File: src/rtl/stream_mux_n_to_1.sv
// -----------------------------------------------------------------------------
// stream_mux_n_to_1
//
// Purpose:
//   Selects one of NUM_IN valid/ready input streams and forwards it through a
//   single registered output stage. The latency is one cycle and the mux
//   sustains one word per cycle. Two selection modes are available:
//     mode = 0 : explicit select. The channel index comes from 'select'.
//     mode = 1 : round-robin arbitration. Scanning starts at rr_ptr and wraps.
//   The output register also carries the index of the source channel, so
//   downstream logic can route the word.
//
// Optional feature (compile-time macro STREAM_MUX_XFER_COUNT_EN):
//   When the macro is defined, the module adds the output xfer_count[15:0].
//   This counter counts input transfers, saturates at 16'hFFFF and is cleared
//   by Reset. When the macro is undefined, both the port and the counter are
//   absent.
//
// Parameters:
//   WIDTH  : data word width in bits (>= 1)
//   NUM_IN : number of input channels (2..16, need not be a power of 2)
//   SEL_W  : select/source index width, must equal ceil(log2(NUM_IN))
//
// Ports:
//   Clk        in   clock, rising edge
//   Reset      in   synchronous, active-high reset
//   in_data    in   NUM_IN*WIDTH, channel i at [i*WIDTH +: WIDTH]
//   in_valid   in   per-channel valid
//   in_ready   out  per-channel ready (combinational)
//   mode       in   0 = explicit select, 1 = round-robin
//   select     in   channel index used when mode = 0
//   out_data   out  registered data
//   out_src    out  registered source channel index
//   out_valid  out  registered valid
//   out_ready  in   downstream ready
//   xfer_count out  16-bit saturating count of input transfers (macro only)
//
// Handshake semantics (valid/ready, both directions):
//   A word moves across an interface on a rising clock edge where valid and
//   ready are both high. A source that raises valid must keep the word stable
//   until the transfer happens. The mux may look at valid before it drives
//   ready. Here in_ready depends on in_valid in round-robin mode, and it also
//   depends on out_ready. The output side is fully registered, so no
//   combinational path runs from in_* to out_*.
// -----------------------------------------------------------------------------
module stream_mux_n_to_1 #(
   parameter int WIDTH  = 32,
   parameter int NUM_IN = 4,
   parameter int SEL_W  = 2
) (
   input  logic                    Clk,
   input  logic                    Reset,
   input  logic [NUM_IN*WIDTH-1:0] in_data,
   input  logic [NUM_IN-1:0]       in_valid,
   output logic [NUM_IN-1:0]       in_ready,
   input  logic                    mode,
   input  logic [SEL_W-1:0]        select,
   output logic [WIDTH-1:0]        out_data,
   output logic [SEL_W-1:0]        out_src,
   output logic                    out_valid,
   input  logic                    out_ready
`ifdef STREAM_MUX_XFER_COUNT_EN
   ,
   output logic [15:0]             xfer_count
`endif
);

   // Round-robin start position. It always holds a legal channel index
   // (0..NUM_IN-1).
   logic [SEL_W-1:0] rr_ptr;

   logic             space;       // output register can accept a word this cycle
   logic             sel_ok;      // explicit select addresses an existing channel
   logic             rr_found;    // round-robin scan found a valid channel
   logic [SEL_W-1:0] rr_grant;
   logic             grant_valid;
   logic [SEL_W-1:0] grant;
   logic [WIDTH-1:0] grant_data;
   logic             xfer;        // input handshake completes this cycle

   assign space = !out_valid || out_ready;

   // The select value may be wider than needed when NUM_IN is not a power of
   // two. Codes past the last channel produce no grant at all.
   assign sel_ok = (32'(select) < NUM_IN);

   // Round-robin scan: rr_ptr, rr_ptr+1, ..., NUM_IN-1, 0, ..., rr_ptr-1.
   // The first valid channel in this order wins.
   always_comb begin
      int idx;
      idx      = 0;
      rr_found = 1'b0;
      rr_grant = '0;
      for (int k = 0; k < NUM_IN; k++) begin
         idx = int'(rr_ptr) + k;
         if (idx >= NUM_IN) idx = idx - NUM_IN;
         if (!rr_found && in_valid[idx]) begin
            rr_found = 1'b1;
            rr_grant = SEL_W'(idx);
         end
      end
   end

   // In explicit mode the grant ignores in_valid. The selected channel sees
   // ready as soon as space exists, whether or not it is presenting data.
   always_comb begin
      grant_valid = 1'b0;
      grant       = '0;
      if (mode) begin
         grant_valid = rr_found;
         grant       = rr_grant;
      end else begin
         grant_valid = sel_ok;
         grant       = select;
      end
   end

   // Ready is held low while Reset is asserted. Any input handshake in that
   // cycle would be discarded anyway.
   always_comb begin
      in_ready = '0;
      for (int i = 0; i < NUM_IN; i++) begin
         in_ready[i] = !Reset && space && grant_valid && (grant == SEL_W'(i));
      end
   end

   // A transfer needs valid and ready on the same channel. At most one ready
   // bit is high, so an OR-reduce is enough.
   assign xfer = |(in_valid & in_ready);

   // Data steering is a decoded AND-OR, so the slice index never goes outside
   // the bus, even for out-of-range grant codes.
   always_comb begin
      grant_data = '0;
      for (int i = 0; i < NUM_IN; i++) begin
         if (grant == SEL_W'(i)) grant_data = in_data[i*WIDTH +: WIDTH];
      end
   end

   // Output register and round-robin pointer.
   // - Input transfer: load the word. This covers a simultaneous output
   //   transfer, which keeps full throughput.
   // - Output transfer only: drop out_valid. Data and source keep their values.
   // - Stall: everything holds, because xfer cannot fire without space.
   always_ff @(posedge Clk) begin
      if (Reset) begin
         out_valid <= 1'b0;
         out_data  <= '0;
         out_src   <= '0;
         rr_ptr    <= '0;
      end else begin
         if (xfer) begin
            out_valid <= 1'b1;
            out_data  <= grant_data;
            out_src   <= grant;
            // Only arbitration moves the pointer. Explicit-mode traffic
            // leaves the fairness position untouched.
            if (mode) begin
               rr_ptr <= (grant == SEL_W'(NUM_IN - 1)) ? '0 : grant + SEL_W'(1);
            end
         end else if (out_ready) begin
            out_valid <= 1'b0;
         end
      end
   end

`ifdef STREAM_MUX_XFER_COUNT_EN
   // Saturating counter of accepted input words.
   always_ff @(posedge Clk) begin
      if (Reset) begin
         xfer_count <= '0;
      end else if (xfer && (xfer_count != 16'hFFFF)) begin
         xfer_count <= xfer_count + 16'd1;
      end
   end
`endif

endmodule

File: config.mk
export PLATFORM = sky130hd
export DESIGN_NAME = stream_mux_n_to_1
export DESIGN_NICKNAME = d
export VERILOG_FILES = /design/src/rtl/stream_mux_n_to_1.sv
export SDC_FILE = /design/constraint.sdc
export NUM_CORES = 1
export LEC_CHECK = 0
export ABC_CLOCK_PERIOD_IN_PS = 2700
export CORE_UTILIZATION = 32
export DETAILED_ROUTE_END_ITERATION = 8
export GPL_TIMING_DRIVEN = 0
export PLACE_DENSITY_LB_ADDON = 0.15
export SETUP_SLACK_MARGIN = 0.5
export SLEW_MARGIN = 20
export SYNTH_ARGS = -nofsm -noshare
export SYNTH_HDL_FRONTEND = slang
export SYNTH_SLANG_ARGS = --single-unit
File: constraint.sdc
create_clock -name Clk -period 2.7 [get_ports Clk]
set_input_delay 0.405 -clock Clk [delete_from_list [all_inputs] [get_ports Clk]]
set_output_delay 0.405 -clock Clk [all_outputs]
set_load 0.03 [all_outputs]
==> flow_metrics.py <==
metrics = {
    "clock_tree": {
        "htreeDepth": 2,
        "cts_buffer_depth": 2,
        "clkLatencyLatePin_ns": 0.29,
        "tritoncts": "yes",
        "numCtsBuffers": 5,
        "root_buffer": "clkbuf_8",
        "clkSinkCount": 37,
        "clkTransAtPathRegs_ns": 0.08,
    },
    "logic_synthesis": {
        "seq_area_frac_synth_pct": 29.94,
        "syn_inst": 291,
        "yosys_warnings": 0,
        "synth_area_sq_mm": 0.002474,
        "synth_edf_count": 0,
        "synth_area_leaders": "dfxtp_1 30%, a221oi_1 11%, o22ai_1 7.8%",
        "ys_ff_latch": 37,
        "yosysTopAreaCellShare_pct": 29.94,
        "syn_nets": 433,
        "yosysTopAreaCell": "dfxtp_1",
        "async_reset_ff_share_pct": 0,
        "ys.flop_type": "dfxtp_1",
        "synth_cell_types": 43,
        "avgSynthCellArea_sq_um": 8.500,
    },
    "global_routing": {
        "grt_pass1_wl_mm": 15.67,
        "grt_max_degree": 13,
        "gr-total-overflow": 0,
        "antenna_found_initial": 0,
        "grt_usage_pct": 24.20,
        "grt_pass1_vias": 2999,
    },
    "drt": {
        "wl_met3_um": 525,
        "drt_pre_antenna_iters": 4,
        "highest_layer": "met4",
        "met2_length_mm": 5.389,
        "drt-total-wl_mm": 10.39,
        "vias": 3127,
        "antenna_left": 0,
        "wire_per_inst_um": 17.58,
        "first_iter_violations": 83,
        "wl_met1_mm": 4.376,
        "viasPerCell": 5.291,
        "drc": 0,
    },
    "floorplan": {
        "core_area_sq_mm": 0.007370,
        "initial_utilization_pct": 33.57,
        "fp.dieH_um": 89.92,
        "die_area_sq_mm": 0.008086,
        "rows": 31,
        "fp.dieW_um": 89.92,
        "pin_count": 177,
    },
    "worst_setup_path": {
        "slowest_stage": "or4b_4",
        "max_stage_delay_ns": 0.54,
        "worstPathCellList": "clkdlybuf4s15_2, nand2b_4, or4b_4, a21oi_4, a21oi_2, ha_2, buf_8, a22o_4, o211ai_4, buf_8, buf_12, nand2_4, a21oi_2",
        "worstSetupPathType": "input port to flop",
        "cp.arrival_ns": 3.04,
        "cp-end-kind": "flop",
        "cp.required_ns": 2.91,
        "crit_path_start_kind": "input port",
        "cp_max_fo": 7,
    },
    "worst_hold_path": {
        "min_path_type": "flop to flop",
    },
    "outcome": {
        "run_status": "finished, violations left",
        "violations": "setup timing",
    },
    "flow_run": {
        "maxCapViolCount": 0,
    },
    "finish": {
        "fin_area_sq_mm": 0.005050,
        "antenna_cells": 0,
        "fin_nets": 633,
        "final_util_pct": 68.52,
        "syn2layout_area_growth_pct": 104.1,
        "drive_above_1_share_pct": 31.10,
    },
    "place": {
        "dpl_cell_area_sq_mm": 0.004379,
        "routabilityCongestion": 0.8389,
        "portBuffers": 175,
        "dpl.hpwl_mm": 7.520,
    },
    "sta": {
        "worst_slack_ns": -0.1269,
        "maxSlewHeadroom_pct": 49.88,
        "fin_setup_tns_ns": -3.222,
        "tightest_slew_ns": 0.7518,
        "finClkSkew_ns": 0.007721,
        "setup_viol": 37,
        "rsz0062_at_grt": "true",
        "min_period_ns": 2.827,
        "period_share_pct": 104.7,
        "slew_viol_final": 0,
        "fmax_ghz": 0.3537,
        "whs_ns": 0.4535,
        "hold_viol": 0,
    },
    "power_and_ir_drop": {
        "powerDensity_mw_per_mm2": 461.1,
        "p_leak_nw": 1.793,
        "ir_drop_v": 0.0002597,
    },
}
==> cell usage after synthesis, types with 6 or more instances <==
cell       n
a21oi_1   19
a221oi_1  31
buf_2      9
o22ai_1   31
or3_1     31
clkbuf_1  10
dfxtp_1   37
a21oi_2   20
nand2_1   20
nand2b_1   6
nand2_2   19
==> where the power goes <==
group | switching, mW | total [mW] | internal [mW]
Combinational | 0.524 | 1.12 | 0.599
Sequential | 0.0349 | 0.631 | 0.596
Clock | 0.206 | 0.574 | 0.367
==> kinds of logic after synthesis <==
logic type / count (synthesis) / share of synthesized area [%]
DFF: 37 / 29.94
muxes: 1 / 0.9104
AOI/OAI and AO/OA: 122 / 37.23
buffers and inverters: 33 / 8.244
and+or+nand+nor: 94 / 21.65
adders and majority gates: 4 / 2.023
==> layer usage <==
metal | global-route usage, % | up-vias
met1 | 28.90 | 1484
met5 | 0 | -
met4 | 6.317 | 0
met3 | 4.061 | 6
met2 | 44.62 | 103
li1 | - | 1534
==> cells in the final DEF (no fill, tap or decap), types with 2 or more instances in the layout <==
master | netlist | routed
nand2_2 | 19 | 27
clkbuf_8 | 0 | 7
clkdlybuf4s50_1 | 0 | 166
clkbuf_1 | 10 | 4
buf_4 | 2 | 17
buf_6 | 2 | 11
a221oi_2 | 0 | 10
nor2b_1 | 2 | 2
nand2_4 | 0 | 3
o22ai_1 | 31 | 31
or3_1 | 31 | 30
o21ai_0 | 5 | 2
clkbuf_16 | 0 | 2
a221oi_1 | 31 | 20
buf_8 | 1 | 4
or2b_1 | 2 | 2
nand2b_1 | 6 | 4
clkbuf_2 | 2 | 2
a22o_4 | 2 | 2
a31oi_1 | 2 | 2
nor2_1 | 5 | 4
buf_12 | 2 | 3
dfxtp_1 | 37 | 35
dfxtp_2 | 0 | 2
ha_2 | 0 | 2
o2111ai_1 | 2 | 2
o21ai_2 | 0 | 2
bufinv_16 | 0 | 2
nand2_1 | 20 | 9
clkdlybuf4s15_2 | 0 | 4
a21o_1 | 2 | 2
ha_4 | 0 | 2
clkbuf_4 | 0 | 4
inv_1 | 4 | 4
nand2b_4 | 0 | 2
a21oi_2 | 20 | 28
a21oi_1 | 19 | 10
==> timing repair <==
action,CTS,global route
endpoints found under the setup margin,41,41
pin swaps,23,17
cloned,3,1
hold buffers,0,0
buffers inserted,10,4
resized for setup,100,33
==> final timing paths <==
path         slack (ns)  depth (start not counted)           end        start
max               -0.13                         13  out_data[20]  in_valid[3]
min                0.45                          2   out_data[2]  out_data[2]
max reg2reg       -0.12                         13  out_data[20]    rr_ptr[1]
min reg2reg        0.45                          2   out_data[2]  out_data[2]
==> through the flow <==
step | power [mW] | std cells | setup WS [ns]
after floorplan | 1.143 | 291 | -0.004843
after global placement | 1.553 | 565 | -1.102
after detailed placement | 1.571 | 565 | -1.133
after CTS | 2.288 | 586 | -0.07914
after global routing | 2.433 | 591 | -0.2034
final | 2.329 | 591 | -0.1269
==> area by class of cell <==
| class | instances | area (sq um) |
|---|---|---|
| buffer | 28 | 312.8 |
| tap | 99 | 123.9 |
| multi-input combinational | 221 | 1783 |
| sequential | 37 | 743.2 |
| clock buffer | 5 | 68.82 |
| timing repair buffer | 193 | 1934 |
| clock inverter | 3 | 65.06 |
| inverter | 5 | 18.77 |
| fill | 619 | 2320 |
==> registers in the layout, summed over array words and instances (netlist names) <==
name       cells
out_src        2
rr_ptr         2
out_data      32
out_valid      1
==> worst max-delay path: cells and delay by family <==
kind / cells / cell delay [ns]
AO/OA/AOI/OAI: 5 / 0.96
buffers and inverters: 4 / 0.73
AND/OR/NAND/NOR: 3 / 0.76
adder cells (fa/ha/maj): 1 / 0.20
Note: power is estimated with default switching activity, not from simulation.
